$ cat src/rtl/branch_early_redirect.sv
// Execute-stage branch redirect controller: detects direction/target
// mispredictions from early-resolved branch operands, waits for the MIPS
// delay slot to reach execute, then raises a held redirect request.

package branch_early_redirect_pkg;

    localparam int unsigned ADDR_W = 32;

    // Early resolution bundle produced alongside operand forwarding.
    typedef struct packed {
        logic              cond_equal;
        logic              cond_sign;
        logic              negate;
        logic              mask_equal;
        logic              mask_sign;
        logic [ADDR_W-1:0] target;
    } branch_early_resolved_t;

endpackage

module branch_early_redirect
    import branch_early_redirect_pkg::*;
#(
    parameter logic [31:0] DS_OFFSET = 32'd8
) (
    input  logic                   clk,
    input  logic                   rst,
    input  logic                   stall,
    input  logic                   flush,
    input  logic                   br_valid,
    input  logic [ADDR_W-1:0]      br_pc,
    input  branch_early_resolved_t resolved,
    input  logic                   pred_taken,
    input  logic [ADDR_W-1:0]      pred_target,
    input  logic                   ds_valid,
    input  logic                   redirect_ack,
    output logic                   redirect_req,
    output logic [ADDR_W-1:0]      redirect_pc,
    output logic                   hold_issue,
    output logic [ADDR_W-1:0]      mispredict_cnt
);

    typedef enum logic [1:0] {
        S_IDLE    = 2'd0,
        S_WAIT_DS = 2'd1,
        S_REQ     = 2'd2
    } state_t;

    state_t            state_q, state_d;
    logic [ADDR_W-1:0] redirect_pc_q, redirect_pc_d;
    logic [ADDR_W-1:0] mispredict_cnt_q, mispredict_cnt_d;
    logic              redirect_req_q;
    logic              hold_issue_q;

    logic              taken_c;
    logic [ADDR_W-1:0] corrected_pc_c;
    logic              mismatch_c;
    logic              accept_c;

    // Resolve actual direction, corrected next PC and misprediction.
    always_comb begin
        taken_c        = resolved.negate ^ ((resolved.mask_equal & resolved.cond_equal) |
                                            (resolved.mask_sign  & resolved.cond_sign));
        corrected_pc_c = taken_c ? resolved.target : ADDR_W'(br_pc + DS_OFFSET);
        mismatch_c     = (taken_c != pred_taken) |
                         (taken_c & pred_taken & (resolved.target != pred_target));
        accept_c       = br_valid & ~stall & ~flush;
    end

    // Next-state logic: latch on accepted mismatch, wait for delay slot, hold request.
    always_comb begin
        state_d          = state_q;
        redirect_pc_d    = redirect_pc_q;
        mispredict_cnt_d = mispredict_cnt_q;
        case (state_q)
            S_IDLE: begin
                if (accept_c && mismatch_c) begin
                    redirect_pc_d    = corrected_pc_c;
                    mispredict_cnt_d = ADDR_W'(mispredict_cnt_q + 32'd1);
                    state_d          = ds_valid ? S_REQ : S_WAIT_DS;
                end
            end
            S_WAIT_DS: begin
                if (flush) begin
                    state_d = S_IDLE;
                end else if (ds_valid && !stall) begin
                    state_d = S_REQ;
                end
            end
            S_REQ: begin
                if (redirect_ack || flush) begin
                    state_d = S_IDLE;
                end
            end
            default: begin
                state_d = S_IDLE;
            end
        endcase
    end

    // State and registered outputs; outputs follow the next state so they
    // line up with the state they describe.
    always_ff @(posedge clk or posedge rst) begin
        if (rst) begin
            state_q          <= S_IDLE;
            redirect_pc_q    <= '0;
            mispredict_cnt_q <= '0;
            redirect_req_q   <= 1'b0;
            hold_issue_q     <= 1'b0;
        end else begin
            state_q          <= state_d;
            redirect_pc_q    <= redirect_pc_d;
            mispredict_cnt_q <= mispredict_cnt_d;
            redirect_req_q   <= (state_d == S_REQ);
            hold_issue_q     <= (state_d != S_IDLE);
        end
    end

    assign redirect_req   = redirect_req_q;
    assign redirect_pc    = redirect_pc_q;
    assign hold_issue     = hold_issue_q;
    assign mispredict_cnt = mispredict_cnt_q;

endmodule

$ cat config.mk
export PLATFORM = sky130hd
export DESIGN_NAME = branch_early_redirect
export DESIGN_NICKNAME = d
export VERILOG_FILES = /design/src/rtl/branch_early_redirect.sv
export SDC_FILE = /design/constraint.sdc
export NUM_CORES = 1
export LEC_CHECK = 0
export BUFFER_PORTS_ARGS = -buffer_cell sky130_fd_sc_hd__buf_4
export CORE_ASPECT_RATIO = 0.9
export CORE_MARGIN = 2
export CORE_UTILIZATION = 30
export DETAILED_ROUTE_END_ITERATION = 8
export GPL_ROUTABILITY_DRIVEN = 0
export HOLD_SLACK_MARGIN = 0.06
export MAX_ROUTING_LAYER = met4
export SYNTH_ARGS = -nofsm -noshare
export SYNTH_HDL_FRONTEND = slang
export SYNTH_SLANG_ARGS = --single-unit
$ cat constraint.sdc
create_clock -name clk -period 3.3 [get_ports clk]
set_clock_uncertainty 0.15 [all_clocks]
set_input_delay 0.33 -clock clk [delete_from_list [all_inputs] [get_ports clk]]
set_output_delay 0.33 -clock clk [all_outputs]
set_load 0.005 [all_outputs]
# Yosys cells after proc, flatten, opt, wreduce, memory -nomap -nowiden
# Index checks and enable logic that the tools add are counted.
# totals
regBits	68
output_inout_bits	66
input_bits	109
elab_cells	37
# classes
bitwise	11
n_eq_ne	5
reduce_logical	7
n_addsub	2
muxes	7
# op_table
cell	n
adder 32 x 1 -> 32 bit (second input constant)	1
adder 32 x 4 -> 32 bit (second input constant)	1
2-to-1 mux 32 bit	1
!= test 32 bit	1
2-to-1 mux 2 bit	5
bitwise AND 1 bit	6
case mux 2 bit (3 select lines)	1
equality test 2 bit (second input constant)	2
equality test 2 x 1 -> 1 bit (second input constant)	1
logical AND 1 bit	2
logical NOT 2 bit	1
inverter 1 bit	2
bitwise OR 1 bit	2
AND reduction 2 bit	1
nonzero test 2 bit	1
logical NOT 1 bit	1
logical OR 1 bit	1
!= test 1 bit	1
bitwise XOR 1 bit	1

# Logic depth before layout (Yosys ltp)
# depth
word_depth	10
ltp_mapped	11
ltp_nobuf	8

# Least setup slack after synthesis
# OpenSTA, ideal clock, no wires.
# synth_timing
path_type	input to register
from	input resolved[33] (netlist bit)
to	register mispredict_cnt_q[1] (netlist: mispredict_cnt[1])
path_stages	8
arrival_ns	2.282
setup_slack_ns	0.743
required_ns	3.025
setup_time_ns	0.125
cell_sequence	a22oi_1 xnor2_1 buf_2 ha_1 o211ai_1 buf_4 buf_2 mux2_2
# synth_between
elab_chain_cells	8
elab_cells_between_ends	9
classes_between	eq/ne (1); bitwise (6); reduce/logical (2)
# synth_lines
element	line_no	source
from (decl)	32	input branch_early_resolved_t resolved,
bitwise AND 1 bit *	62	taken_c = resolved.negate ^ ((resolved.mask_equal & resolved.cond_equal) |
bitwise OR 1 bit *	62	
bitwise XOR 1 bit *	62	
bitwise AND 1 bit (2 in a row)	66	(taken_c & pred_taken & (resolved.target != pred_target));
bitwise OR 1 bit *	65	mismatch_c = (taken_c != pred_taken) |
logical AND 1 bit *	77	if (accept_c && mismatch_c) begin
AND reduction 2 bit (no line) *	-	
to (signal assigned)	113	mispredict_cnt_q <= mispredict_cnt_d;
to (decl)	51	logic [ADDR_W-1:0] mispredict_cnt_q, mispredict_cnt_d;
# Mark *: on every way between the ends. The rest lies on a longest branch, timed or not.
# A chain may end at the register's enable or synchronous reset.

# Worst setup path after layout
# layout_timing
from	input flush
to	register mispredict_cnt_q[25] (netlist: mispredict_cnt[25])
# layout_between
elab_chain_cells	4
# layout_lines
element	line_no	source
from (decl)	29	input logic flush,
inverter 1 bit	67	accept_c = br_valid & ~stall & ~flush;
bitwise AND 1 bit	67	
logical AND 1 bit	77	
AND reduction 2 bit (no line)	-	
# Every way passes these cells.

==> metrics.md <==
| Metric | Value |
|---|---|
| Status | `finished, final reports clean` |
| CORE AREA | `0.0133 sq mm` |
| Pre-antenna DRT Iters | `4` |
| N_diodes | `0` |
| Share of cells above drive strength 1 | `0.357` |
| CP arrival | `2.68 ns` |
| Worst Setup End Kind | `flip-flop` |
| Mapped Nets | `543` |
| Largest area contributor in the netlist | `dfrtp_1` |
| Tmin final | `approximately 2.6 ns` |
| Pwr per Cell Area | `521 mW/mm^2` |
| Vias in the first global route | `3775` |
| CTS max path bufs | `2` |
| Primary FF master, synth | `dfrtp_1` |
| Synth-to-Final Area Change | `46.0%` |
| Vias | `3817` |
| Total gr overflow | `0` |
| IO Count | `175` |
| TNS Setup | `0 ns` |
| Worst-path cell chain | `dlygate4sd3_1 -> buf_4 -> nor4_1 -> o211ai_1 -> buf_12 -> nor4b_1 -> xor2_1` |
| Clock root buffer master | `clkbuf_16` |
| Die area | `around 0.014 sq mm` |
| Fin cells | `778` |
| Post-route DRC | `0` |
| CP Class | `input pin to flip-flop` |
| Slew headroom | `0.545` |
| Max cap viols | `0` |
| Achievable frequency | `387 MHz` |
| Final Hold Fails | `0` |
| DP HPWL | `10400 um` |
| Post-CTS Setup Bufs | `0` |
| Num CTS Buffers | `9` |
| Reg clk slew, reported paths | `approximately 0.060 ns` |
| Final Slew Violations | `0` |
| Mapped Area | `0.00404 sq mm` |
| Max H-tree Level | `3` |
| Num rows | `40` |
| Remaining antenna violation count | `0` |
| CTS tree | `yes` |
| Synth top area share | `0.421` |
| WL per Instance | `between 15 and 20 um` |
| Post-Syn Area per Cell | `around 9.4 sq um` |
| Top-count cell post-synth | `dfrtp_1` |
| Worst vdd ir | `about 0.23 mV` |
| Dpl cells | `between 700 and 800` |
| Clk sink count | `slightly below 70` |
| Hold WS | `0.0910 ns` |
| Die height | `114 um` |
| EDFF count, synth | `0` |
| Final period util | `0.782` |
| Chip width | `126 um` |
| Total GRT Usage | `0.184` |
| Synth Warn # | `0` |
| Ranking of synthesized cells by area | `dfrtp_1 42%, xnor2_1 10%, xor2_1 9.1%` |
| Vias/cell | `4.91` |
| Nets@finish | `717` |
| Tightest Pin Transition | `0.681 ns` |
| Starting Density | `0.305` |
| Startpoint types | `input pin` |
| Worst stage delay on the critical path | `0.54 ns` |
| CP max stage cell | `dlygate4sd3_1` |
| Largest net degree at the start of global routing | `54` |
| Syn Inst Count | `431` |
| Register bit total from synthesis | `68` |
| Dpl ws | `0.503 ns` |
| Post-synthesis sequential area ratio | `0.421` |
| Total Routed Length | `12900 um` |
| Post_cts resized | `0` |
| Initial antenna violation count | `0` |
| CP max FO | `52` |
| CP Data Required Time | `roughly 3.4 ns` |
| Worst setup margin | `around 0.72 ns` |
| Synth unique cells | `39` |
| 1st-iter DRT viols | `approximately 310` |
| RSZ-0062 raised after global routing | `false` |
| Pleak | `2.82 nW` |
| Async SR Flop Fraction | `1.00` |
| Worst skew pair latency | `0.33 ns` |
| First-pass GRT wire length | `approximately 20000 um` |
| Hold Crit Class | `input pin to flip-flop` |
| Commonest cells in the synthesized netlist | `68 x dfrtp_1, 52 x nand2_1, 46 x xnor2_1` |
| Final setup viols | `0` |
| Port bufs | `roughly 170` |
==> where the power goes <==
| part | internal, mW | leakage, nW | switching, mW |
|---|---|---|---|
| Combinational | 0.456 | 1.78 | 0.353 |
| Clock | 0.743 | 0.170 | 0.375 |
| Sequential | 1.01 | 0.877 | 0.138 |
| Total | 2.21 | 2.82 | 0.865 |
==> flip-flops by register name (all words and copies together) (netlist names) <==
name            count
hold_issue          1
mispredict_cnt     32
state_q             2
redirect_req        1
redirect_pc        32
==> final timing paths <==
kind / start / to / slack [ns] / cells after the start
min in group asynchronous: rst / mispredict_cnt[14] / 0.52 / 3
setup / recovery: flush / mispredict_cnt[25] / 0.72 / 7
hold / removal: ds_valid / state_q[0] / 0.09 / 2
hold reg to reg: mispredict_cnt[31] / mispredict_cnt[31] / 0.33 / 1
setup reg to reg: mispredict_cnt[6] / mispredict_cnt[20] / 1.01 / 7
max in group asynchronous: rst / redirect_pc[4] / 1.70 / 4
==> metal layers <==
| layer | vias to the layer above | global-route usage | routed length, um |
|---|---|---|---|
| li1 | 1852 | - | - |
| met5 | - | - | 0 |
| met4 | 0 | 0.0374 | 98 |
| met2 | 160 | 0.309 | 6360 |
| met1 | 1793 | 0.228 | 5660 |
| met3 | 12 | 0.0439 | 792 |
==> critical path, delay by kind of cell <==
kind / cells / cell delay [ns]
XOR/XNOR: 1 / 0.19
buffers and inverters: 3 / 0.97
AND/OR/NAND/NOR: 2 / 0.86
AO/OA/AOI/OAI: 1 / 0.33
==> placed cells by master, fill, tap and decap left out, drive strengths merged, types with 8 or more instances in the layout <==
master    n
xnor2    46
mux2i    11
nor4     13
a21oi    18
dfrtp    68
nand3    16
buf     179
nand4    18
xor2     42
clkbuf    9
mux2      8
nand2    53
o21ai    37
nor3     17
nor2     24
==> metrics by stage <==
stage	total power [mW]	util	instance area (sq um)
4_1_cts	3.12	0.445	5900
6_report	3.07	0.445	5900
5_1_grt	3.26	0.445	5900
3_3_place_gp	1.97	0.417	5530
3_5_place_dp	1.99	0.417	5530
2_1_floorplan	1.45	-	4040
==> cells by family after synthesis <==
family | Yosys count | synth area share
and+or+nand+nor | 168 | 0.221
muxes | 19 | 0.0495
DFF | 68 | 0.421
buffers and inverters | 25 | 0.0306
adders and majority gates | 3 | 0.00929
AOI/OAI and AO/OA | 60 | 0.0777
xor gates and xnor gates | 88 | 0.191
==> what timing repair did <==
| action | 4_1_cts | 5_1_grt |
|---|---|---|
| hold endpoints to repair | 32 | 0 |
| setup endpoints to repair | 0 | 0 |
| hold buffers | 2 | 0 |
==> layout make-up <==
type	instances	area (sq um)
fill	1308	7360
tap	168	210
sequential	68	1700
clock buffer	9	225
inverter	7	26.3
timing repair buffer	181	1390
multi-input combinational	338	2220
clock inverter	7	125
Power figures use the tool's default switching activity.
